[src/rtl/divisor_secuencial.sv]
// divisor_secuencial: restoring unsigned divider, one quotient bit per clock, start/listo handshake.
// restador_N_bits is the shared borrow-output subtractor: {co, rest} = a - b - ci.
module restador_N_bits #(
   parameter int N = 4
) (
   input  logic [N-1:0] a,
   input  logic [N-1:0] b,
   input  logic         ci,
   output logic [N-1:0] rest,
   output logic         co
);
   assign {co, rest} = {1'b0, a} - {1'b0, b} - {{N{1'b0}}, ci};
endmodule

module divisor_secuencial #(
   parameter int N = 4
) (
   input  logic         clk,
   input  logic         rst,
   input  logic         start,
   input  logic [N-1:0] dividendo,
   input  logic [N-1:0] divisor,
   output logic [N-1:0] cociente,
   output logic [N-1:0] residuo,
   output logic         listo,
   output logic         ocupado,
   output logic         div_cero
);
   localparam int CW = $clog2(N + 1);
   typedef enum logic [1:0] {IDLE, CALC, DONE} state_t;
   state_t        state_q;
   logic [N-1:0]  r_q, q_q, d_q, r_d, q_d;
   logic [CW-1:0] cnt_q;
   logic [N:0]    s, rest;
   logic          co, unused_msb;
   assign s = {r_q, q_q[N-1]};
   restador_N_bits #(.N(N + 1)) u_res (
      .a   (s),
      .b   ({1'b0, d_q}),
      .ci  (1'b0),
      .rest(rest),
      .co  (co)
   );
   // A non-borrowing difference is below D, so its top bit is always zero.
   assign unused_msb = rest[N];
   assign r_d = co ? s[N-1:0] : rest[N-1:0];
   assign q_d = {q_q[N-2:0], ~co};
   assign listo = state_q == DONE;
   assign ocupado = state_q != IDLE;
   always_ff @(posedge clk or posedge rst)
      if (rst) begin
         state_q  <= IDLE;
         r_q      <= '0;
         q_q      <= '0;
         d_q      <= '0;
         cnt_q    <= '0;
         cociente <= '0;
         residuo  <= '0;
         div_cero <= 1'b0;
      end else
         case (state_q)
            IDLE: if (start) begin
               if (divisor == '0) begin
                  state_q  <= DONE;
                  cociente <= '1;
                  residuo  <= dividendo;
                  div_cero <= 1'b1;
               end else begin
                  state_q <= CALC;
                  r_q     <= '0;
                  q_q     <= dividendo;
                  d_q     <= divisor;
                  cnt_q   <= '0;
               end
            end
            CALC: begin
               r_q   <= r_d;
               q_q   <= q_d;
               cnt_q <= cnt_q + CW'(1);
               if (cnt_q == CW'(N - 1)) begin
                  state_q  <= DONE;
                  cociente <= q_d;
                  residuo  <= r_d;
                  div_cero <= 1'b0;
               end
            end
            default: state_q <= IDLE;
         endcase
endmodule

[config.mk]
export PLATFORM = sky130hd
export DESIGN_NAME = divisor_secuencial
export DESIGN_NICKNAME = d
export VERILOG_FILES = /design/src/rtl/divisor_secuencial.sv
export SDC_FILE = /design/constraint.sdc
export NUM_CORES = 1
export LEC_CHECK = 0
export CAP_MARGIN = 30
export CORE_ASPECT_RATIO = 1.1
export CORE_MARGIN = 10
export CORE_UTILIZATION = 51
export CTS_CLUSTER_SIZE = 28
export DETAILED_ROUTE_END_ITERATION = 7
export PLACE_DENSITY = 0.77
export SYNTH_ARGS = -nofsm -noshare
export SYNTH_HDL_FRONTEND = slang
export SYNTH_SLANG_ARGS = --single-unit
[constraint.sdc]
create_clock -name clk -period 2.5 [get_ports clk]
set_clock_uncertainty 0.1 [all_clocks]
set_input_delay 0.5 -clock clk [delete_from_list [all_inputs] [get_ports clk]]
set_output_delay 0.5 -clock clk [all_outputs]
set_load 0.01 [all_outputs]
== Yosys cells after proc, flatten, opt, wreduce, memory -nomap -nowiden ==
Cells that the tools add are included.

* Output and inout port bits: 11
* RAM bits: 0
* Bits in registers: 26
* Bits in latches: 0
* Memories kept: 0
* Bits in read-only memories: 0
* Input port bits: 11

* Eq/ne operators: 7
* Shifts and indexed selects: 0
* Magnitude comparators: 0
* Muxes and demuxes: 26
* Multiply operators: 0
* Bitwise logic cells: 2
* Add/sub/neg operators: 2
* Divide/modulo/power cells: 0
* Reduce and logical (&&, ||, !) cells: 8

{| class="wikitable"
|+ Operators with widths
! kind !! number
|-
| $mux 4 || 11
|-
| $pmux 4 s2 || 4
|-
| $ne 2x2->1 const B || 4
|-
| $mux 2 || 3
|-
| $mux 3 || 2
|-
| $pmux 3 s2 || 1
|-
| $reduce_and 3->1 || 2
|-
| $sub 5x4->6 || 1
|-
| $logic_not 4->1 || 1
|-
| $pmux 2 s2 || 1
|-
| $reduce_and 4->1 || 1
|-
| $reduce_bool 2->1 || 2
|-
| $add 3x1->3 const B || 1
|-
| $eq 3x2->1 const B || 1
|-
| $mux 1 || 3
|-
| $eq 2x1->1 const B || 1
|-
| $eq 2x2->1 const B || 1
|-
| $logic_not 2->1 || 1
|-
| $not 1->1 || 2
|-
| $pmux 1 s2 || 1
|-
| $reduce_and 2->1 || 1
|}

== Depth between registers and ports, before layout ==
Gate-level depths: netlist (run 1).

* Depth in word-level cells: 4
* Depth in mapped cells: 7
* Gate-level depth less buffers: 7

== Modules after synthesis ==
A second synthesis (run 1) with hierarchy kept.

* Cells, all modules: 125
* Area total of the unflattened synthesis: 1430.1 µm²

{| class="wikitable"
|+ By module, submodules not included
! module !! instances !! cells each !! area each (µm²)
|-
| divisor_secuencial || 1 || 90 || 1173.6
|-
| restador_N_bits || 1 || 35 || 256.5
|}

== Worst setup path before layout (run 1) ==
OpenSTA, ideal clock, no wires.

* Kind: register -> register
* From: reg r_q[0]
* To: reg residuo[1]
* Stages on the path, launching flop included: 7
* Arrival time: 1.798 ns
* Library setup time: 0.082 ns
* Setup slack: 0.520 ns
* Cells stage by stage: dfrtp_1 ha_1 nor2b_1 o31a_1 nor3_2 mux2_2 a31oi_1

* Cells in the longest elaborated chain, start to end: 4

{| class="wikitable"
|+ Ends and longest elaborated chain
! item !! RTL line !! RTL
|-
| start, declared || 32 || <nowiki>logic [N-1:0] r_q, q_q, d_q, r_d, q_d;</nowiki>
|-
| start signal, assigned || 77 || <nowiki>r_q <= r_d;</nowiki>
|-
| $sub 5x4->6 || 12 || <nowiki>assign {co, rest} = {1'b0, a} - {1'b0, b} - {{N{1'b0}}, ci};</nowiki>
|-
| $mux 4 * || 46 || <nowiki>assign r_d = co ? s[N-1:0] : rest[N-1:0];</nowiki>
|-
| $mux 4 * || 80 || <nowiki>if (cnt_q == CW'(N - 1)) begin</nowiki>
|-
| $pmux 4 s2 * || 61 || <nowiki>case (state_q)</nowiki>
|-
| end signal, assigned || 66 || <nowiki>residuo <= dividendo;</nowiki>
|-
| end signal, assigned || 83 || <nowiki>residuo <= r_d;</nowiki>
|-
| end, declared || 24 || <nowiki>output logic [N-1:0] residuo,</nowiki>
|}

Every way passes the cells marked *; elsewhere a longest branch is shown, timed or not. The select of a mux whose other input is x is not followed.
A chain may end at the register's enable or synchronous reset.

== Worst setup path after layout (run 1) ==
Ends and elaborated chain as after synthesis.

==> results.sh, run 1 <==
export IMPL_clock_sinks=26
export IMPL_yosys_register_bits=26
export IMPL_wl_per_cell_um=15.7
export IMPL_hold_viol_final=0
export IMPL_crit_path_end_kind="flip-flop"
export IMPL_yosys_top_cells_area="dfrtp_1 (50%), ha_1 (5.8%), nand2_1 (4.9%), mux2_2 (4.3%), a22o_1 (2.7%)"
export IMPL_slowest_delay_ns=0.45
export IMPL_tns_ns=0
export IMPL_final_common_cell="dfrtp_1"
export IMPL_drv_cap=0
export IMPL_crit_type="flip-flop to flip-flop"
export IMPL_ys_seq_area_share_pct=50.1
export IMPL_synth_cell_types=38
export IMPL_ant_nets=0
export IMPL_critPathTopFamily="flip-flops"
export IMPL_syn_area_mm2=0.00130
export IMPL_hold_class="flip-flop to flip-flop"
export IMPL_hold_ws_ns=0.405
export IMPL_p_per_area_mw_per_mm2=1420
export IMPL_cts_setup_buffers=0
export IMPL_grt_pass1_wl_mm=4.69
export IMPL_cts_hold_buf=0
export IMPL_relSlewSlack_pct=67.7
export IMPL_fin_ws_ns=0.291
export IMPL_design_die_area_mm2=0.00496
export IMPL_grt_pass1_vias=1017
export IMPL_synth_top_area_share_pct=50.1
export IMPL_pre_cts_ws_ns=0.234
export IMPL_clock_power_share_pct=7.7
export IMPL_max_freq_mhz=453
export IMPL_drv_slew=0
export IMPL_clk_pin_slew_ns=0.13
export IMPL_max_vdd_ir_drop_uv=743
export IMPL_required_ns=2.64
export IMPL_swShare_pct=39.9
export IMPL_cts_resized_gates=0
export IMPL_antenna_found_initial=0
export IMPL_worstPathArrival_ns=2.35
export IMPL_synth_nets=137
export IMPL_worstSkewPairLatency_ns=0.31
export IMPL_drive_above_1_share_pct=12.8
export IMPL_synth_area_per_cell_um2=10.9
export IMPL_initial_core_util_pct=52.5
export IMPL_root_buffer="clkbuf_4"
export IMPL_synth_edf_count=0
export IMPL_dieWidth_um=68.1
export IMPL_core_mm2=0.00247
export IMPL_syn2layout_area_growth_pct=20.2
export IMPL_finalCriticalPeriod_ns=2.21
export IMPL_cp_max_fo=5
export IMPL_async_reset_ff_share_pct=100
export IMPL_critPathLaunchType="flip-flop"
export IMPL_dr_total_vias=964
export IMPL_stdcell_area_mm2=0.00156
export IMPL_n_antenna_cell=0
export IMPL_synthCells=119
export IMPL_p_int_uw=1330
export IMPL_seqCellArea_um2=651
export IMPL_overflow=0
export IMPL_pin_count=22
export IMPL_grt_max_degree=27
export IMPL_synth_top_area_cell="dfrtp_1"
export IMPL_worst_slew_pin_slew_ns=0.481
export IMPL_path_cells="ha_1 > nor2b_1 > o31a_1 > nor3_2 > mux2_2 > a31oi_1"
export IMPL_io_buffers=21
export IMPL_drcViolationCount=0
export IMPL_cts_buffers=3
export IMPL_rows=19
export IMPL_cts_buffer_depth=2
export IMPL_drt_first_pass_iters=4
export IMPL_grt_usage_pct=12.0
export IMPL_fin_nets=161
export IMPL_chipHeight_um=72.9
export IMPL_final_cell_mix="dfrtp_1 (26), clkdlybuf4s50_1 (21), nand2_1 (17)"
export IMPL_rsz0062_at_grt="no"
export IMPL_status="finished clean"
export IMPL_dp_hpwl_mm=2.08
export IMPL_power_frac_seq_pct=35.5
export IMPL_htree_num_levels=1
export IMPL_yosys_warnings=0
export IMPL_place_congestion=0.773
export IMPL_cp_num_buf_inv=0
export IMPL_pwr_share_comb_pct=56.8
export IMPL_ys_flop_type="dfrtp_1"
export IMPL_post_route_period_util_pct=88.4
export IMPL_post_dp_cell_area_mm2=0.00154
export IMPL_leakage_uw=0.000681
export IMPL_nFillCells=220
export IMPL_drt_iter0_markers=41
export IMPL_cts_tree="done"
export IMPL_finalSetupViolations=0
export IMPL_crit_slowest_cell="dfrtp_1"
export IMPL_vias_per_cell=5.60
export IMPL_routed_wl_mm=2.71
export IMPL_p_sw_uw=883
export IMPL_multi_input_area_um2=596
-- power groups by stage --
stage / Sequential (µW) / Combinational (µW) / Clock (µW)
after CTS: 785 / 1280 / 176
after global placement: 787 / 1200 / 0
after global routing: 813 / 1410 / 190
after floorplan: 792 / 868 / 0
after detailed placement: 797 / 1260 / 0
final: 786 / 1260 / 170
-- metrics by stage --
stage,util (%),total power (µW),cells
3_5_place_dp,62.1,2050,169
5_1_grt,63.1,2410,172
4_1_cts,63.1,2240,172
3_3_place_gp,62.1,1990,169
2_1_floorplan,-,1660,119
6_report,63.1,2210,172
-- per-layer routing --
layer  wire, µm  up-vias  track usage (%)
met3        163        2             3.07
met1       1140      476             13.8
met4         28        0             3.80
li1           -      465                -
met5          0        -                0
met2       1370       21             21.0
-- sequential cells by signal, indices dropped and copies added (netlist names) --
signal / count
cnt_q: 3
cociente: 4
d_q: 4
div_cero: 1
q_q: 4
r_q: 4
residuo: 4
state_q: 2
-- layout make-up --
type / instances / share of cell area (%)
clock buffer: 3 / 1.44
inverter: 7 / 1.69
multi-input combinational: 82 / 38.2
sequential: 26 / 41.7
tap: 31 / 2.49
timing repair buffer: 23 / 14.4
-- synthesized netlist by cell type (2+ instances only) --
cell type,instances
o22a_1,3
nor4_1,2
nand3_1,4
inv_1,7
dfrtp_1,26
ha_1,6
o21a_1,3
nand2_1,17
mux2_2,5
a41oi_1,2
nor2b_1,3
or3_1,2
a22o_1,4
o21ai_0,2
a21o_1,3
nor2_1,7
buf_2,2
-- tightest hold or removal path, delay by kind of cell (launching register included) --
family / cells / cell delay, ns
AO/OA/AOI/OAI: 1 / 0.06
flip-flops: 1 / 0.37
AND/OR/NAND/NOR: 1 / 0.05
-- worst paths after layout --
path                                      startpoint                       to  slack, ns  cells after the start
worst max-delay path              r_q[0]$_DFFE_PP0P_   residuo[1]$_DFFE_PP0P_       0.29                      6
worst min-delay path            cnt_q[2]$_DFFE_PP0P_     cnt_q[2]$_DFFE_PP0P_       0.40                      2
worst max register to register    r_q[0]$_DFFE_PP0P_   residuo[1]$_DFFE_PP0P_       0.29                      6
worst min register to register  cnt_q[2]$_DFFE_PP0P_     cnt_q[2]$_DFFE_PP0P_       0.40                      2
max in group asynchronous                        rst     cnt_q[0]$_DFFE_PP0P_       1.62                      3
min in group asynchronous                        rst  cociente[0]$_DFFE_PP0P_       0.43                      3
-- kinds of logic after synthesis --
family	after synthesis	share of synthesized area (%)
simple gates	44	17.5
flops	26	50.1
compound gates	25	16.1
buf+inv	11	3.95
fa+ha+maj	7	7.33
mux	5	4.34
xor+xnor	1	0.675
No activity file was read; power rests on OpenSTA's default activity.
==> inputs of run 2 (changes only) <==
==> constraint.sdc (replaced) <==
create_clock -name clk -period 2.5 [get_ports clk]
set_clock_uncertainty 0.1 [all_clocks]
set_input_delay 0.25 -clock clk [delete_from_list [all_inputs] [get_ports clk]]
set_output_delay 0.25 -clock clk [all_outputs]
set_load 0.01 [all_outputs]
==> results.sh, run 2 (synthesis results as in run 1) <==
export IMPL_p_per_area_mw_per_mm2=1410
export IMPL_io_buffers=21
export IMPL_cts_tree="done"
export IMPL_fin_nets=161
export IMPL_syn2layout_area_growth_pct=20.2
export IMPL_instances_no_fill=172
export IMPL_final_common_cell="dfrtp_1"
export IMPL_power_frac_seq_pct=35.5
export IMPL_worst_slew_pin_slew_ns=0.479
export IMPL_hold_class="input pin to asynchronous set/reset pin"
export IMPL_hold_ws_ns=0.176
export IMPL_r2r_cells=6
export IMPL_wl_per_cell_um=16.0
export IMPL_finalPower_uw=2200
export IMPL_chipHeight_um=72.9
export IMPL_status="finished clean"
export IMPL_n_antenna_cell=0
export IMPL_drive_above_1_share_pct=12.8
export IMPL_overflow=0
export IMPL_finalCriticalPeriod_ns=2.19
export IMPL_design_die_area_mm2=0.00496
export IMPL_vias_per_cell=5.56
export IMPL_drt_iter0_markers=17
export IMPL_p_int_uw=1330
export IMPL_cp_max_fo=5
export IMPL_relSlewSlack_pct=67.8
export IMPL_drv_cap=0
export IMPL_cts_setup_buffers=0
export IMPL_required_ns=2.65
export IMPL_final_cell_mix="dfrtp_1 (26), clkdlybuf4s50_1 (21), nand2_1 (17)"
export IMPL_hold_viol_final=0
export IMPL_routed_wl_mm=2.75
export IMPL_drt_first_pass_iters=4
export IMPL_worstPathArrival_ns=2.34
export IMPL_clk_pin_slew_ns=0.13
export IMPL_dp_cells=169
export IMPL_htree_num_levels=1
export IMPL_finalSetupViolations=0
export IMPL_grt_pass1_vias=1088
export IMPL_antenna_found_initial=0
export IMPL_rows=19
export IMPL_post_route_period_util_pct=87.6
export IMPL_drv_slew=0
export IMPL_grt_usage_pct=12.4
export IMPL_dp_hpwl_mm=2.12
export IMPL_multi_input_area_um2=596
export IMPL_dr_total_vias=957
export IMPL_leakage_uw=0.000681
export IMPL_pre_cts_ws_ns=0.351
export IMPL_tns_ns=0
export IMPL_root_buffer="clkbuf_4"
export IMPL_grt_max_degree=27
export IMPL_ant_nets=0
export IMPL_place_congestion=0.877
export IMPL_rsz0062_at_grt="no"
export IMPL_clock_sinks=26
export IMPL_cts_resized_gates=0
export IMPL_crit_type="flip-flop to flip-flop"
export IMPL_initial_core_util_pct=52.5
export IMPL_cts_buffers=3
export IMPL_p_sw_uw=877
export IMPL_cts_buffer_depth=2
export IMPL_core_mm2=0.00247
export IMPL_nFillCells=212
export IMPL_max_freq_mhz=456
export IMPL_dieWidth_um=68.1
export IMPL_clock_power_share_pct=7.8
export IMPL_pin_count=22
export IMPL_swShare_pct=39.8
export IMPL_seqCellArea_um2=651
export IMPL_pwr_share_comb_pct=56.7
export IMPL_grt_pass1_wl_mm=4.81
export IMPL_crit_path_end_kind="flip-flop"
export IMPL_fin_ws_ns=0.309
export IMPL_cts_hold_buf=0
export IMPL_worstSkewPairLatency_ns=0.32
export IMPL_drcViolationCount=0
export IMPL_critPathLaunchType="flip-flop"
export IMPL_max_vdd_ir_drop_uv=790
==> run 2: cell counts in the layout (fill, tap and decap cells not counted) <==
No cell type changed its count.
==> run 2: metal layers <==
| metal | global-route usage, % | routed length, µm | part of all wire, % | up-vias |
|---|---|---|---|---|
| li1 | - | - | - | 464 |
| met1 | 13.3 | 1150 | 42 | 465 |
| met2 | 21.3 | 1380 | 50 | 22 |
| met4 | 6.04 | 53 | 1.9 | 0 |
| met3 | 3.84 | 168 | 6.1 | 6 |
| met5 | 0 | 0 | 0 | - |
==> run 2: power by group through the flow <==
stage / clock (µW) / sequential [µW] / combinational (µW)
final: 172 / 782 / 1250
after global routing: 194 / 815 / 1400
after CTS: 181 / 784 / 1270
after detailed placement: 0 / 793 / 1260
after global placement: 0 / 782 / 1210
after floorplan: 0 / 792 / 868
==> run 2: worst paths after layout <==
kind,from,end,slack (ns)
worst max register to register,r_q[0]$_DFFE_PP0P_,residuo[1]$_DFFE_PP0P_,0.31
worst min-delay path,rst,r_q[1]$_DFFE_PP0P_,0.18
max in group asynchronous,rst,cnt_q[0]$_DFFE_PP0P_,1.88
min in group clk,div_cero$_DFFE_PP0P_,div_cero$_DFFE_PP0P_,0.41
worst min register to register,div_cero$_DFFE_PP0P_,div_cero$_DFFE_PP0P_,0.41
worst max-delay path,r_q[0]$_DFFE_PP0P_,residuo[1]$_DFFE_PP0P_,0.31
==> run 2: layout make-up <==
| class | count | area share [%] |
|---|---|---|
| Multi-Input combinational cell | 82 | 38.2 |
| Inverter | 7 | 1.69 |
| Timing Repair Buffer | 23 | 14.4 |
| Clock buffer | 3 | 1.44 |
| Tap cell | 31 | 2.49 |
| Sequential cell | 26 | 41.7 |
==> run 2: stage by stage <==
stage               instance area (µm²)  util (%)
floorplan                          1300         -
global placement                   1540      62.1
detailed placement                 1540      62.1
CTS                                1560      63.1
global route                       1560      63.1
finish                             1560      63.1
==> run 2: worst max-delay path: stages (launching register included) <==
cell and delay, ns:
dfrtp_1 0.45, ha_1 0.30, nor2b_1 0.14, o31a_1 0.28
nor3_2 0.29, mux2_2 0.40, a31oi_1 0.17
==> inputs of run 3 (changes only) <==
--- a/config.mk
+++ b/config.mk
@@ -9,9 +9,10 @@
 export CORE_ASPECT_RATIO = 1.1
 export CORE_MARGIN = 10
 export CORE_UTILIZATION = 51
-export CTS_CLUSTER_SIZE = 28
+export CTS_CLUSTER_SIZE = 12
 export DETAILED_ROUTE_END_ITERATION = 7
 export PLACE_DENSITY = 0.77
 export SYNTH_ARGS = -nofsm -noshare
 export SYNTH_HDL_FRONTEND = slang
 export SYNTH_SLANG_ARGS = --single-unit
+export TNS_END_PERCENT = 5
==> results of run 3 <==
Same layout as run 2: the final DEF is identical, and so are final timing and power.
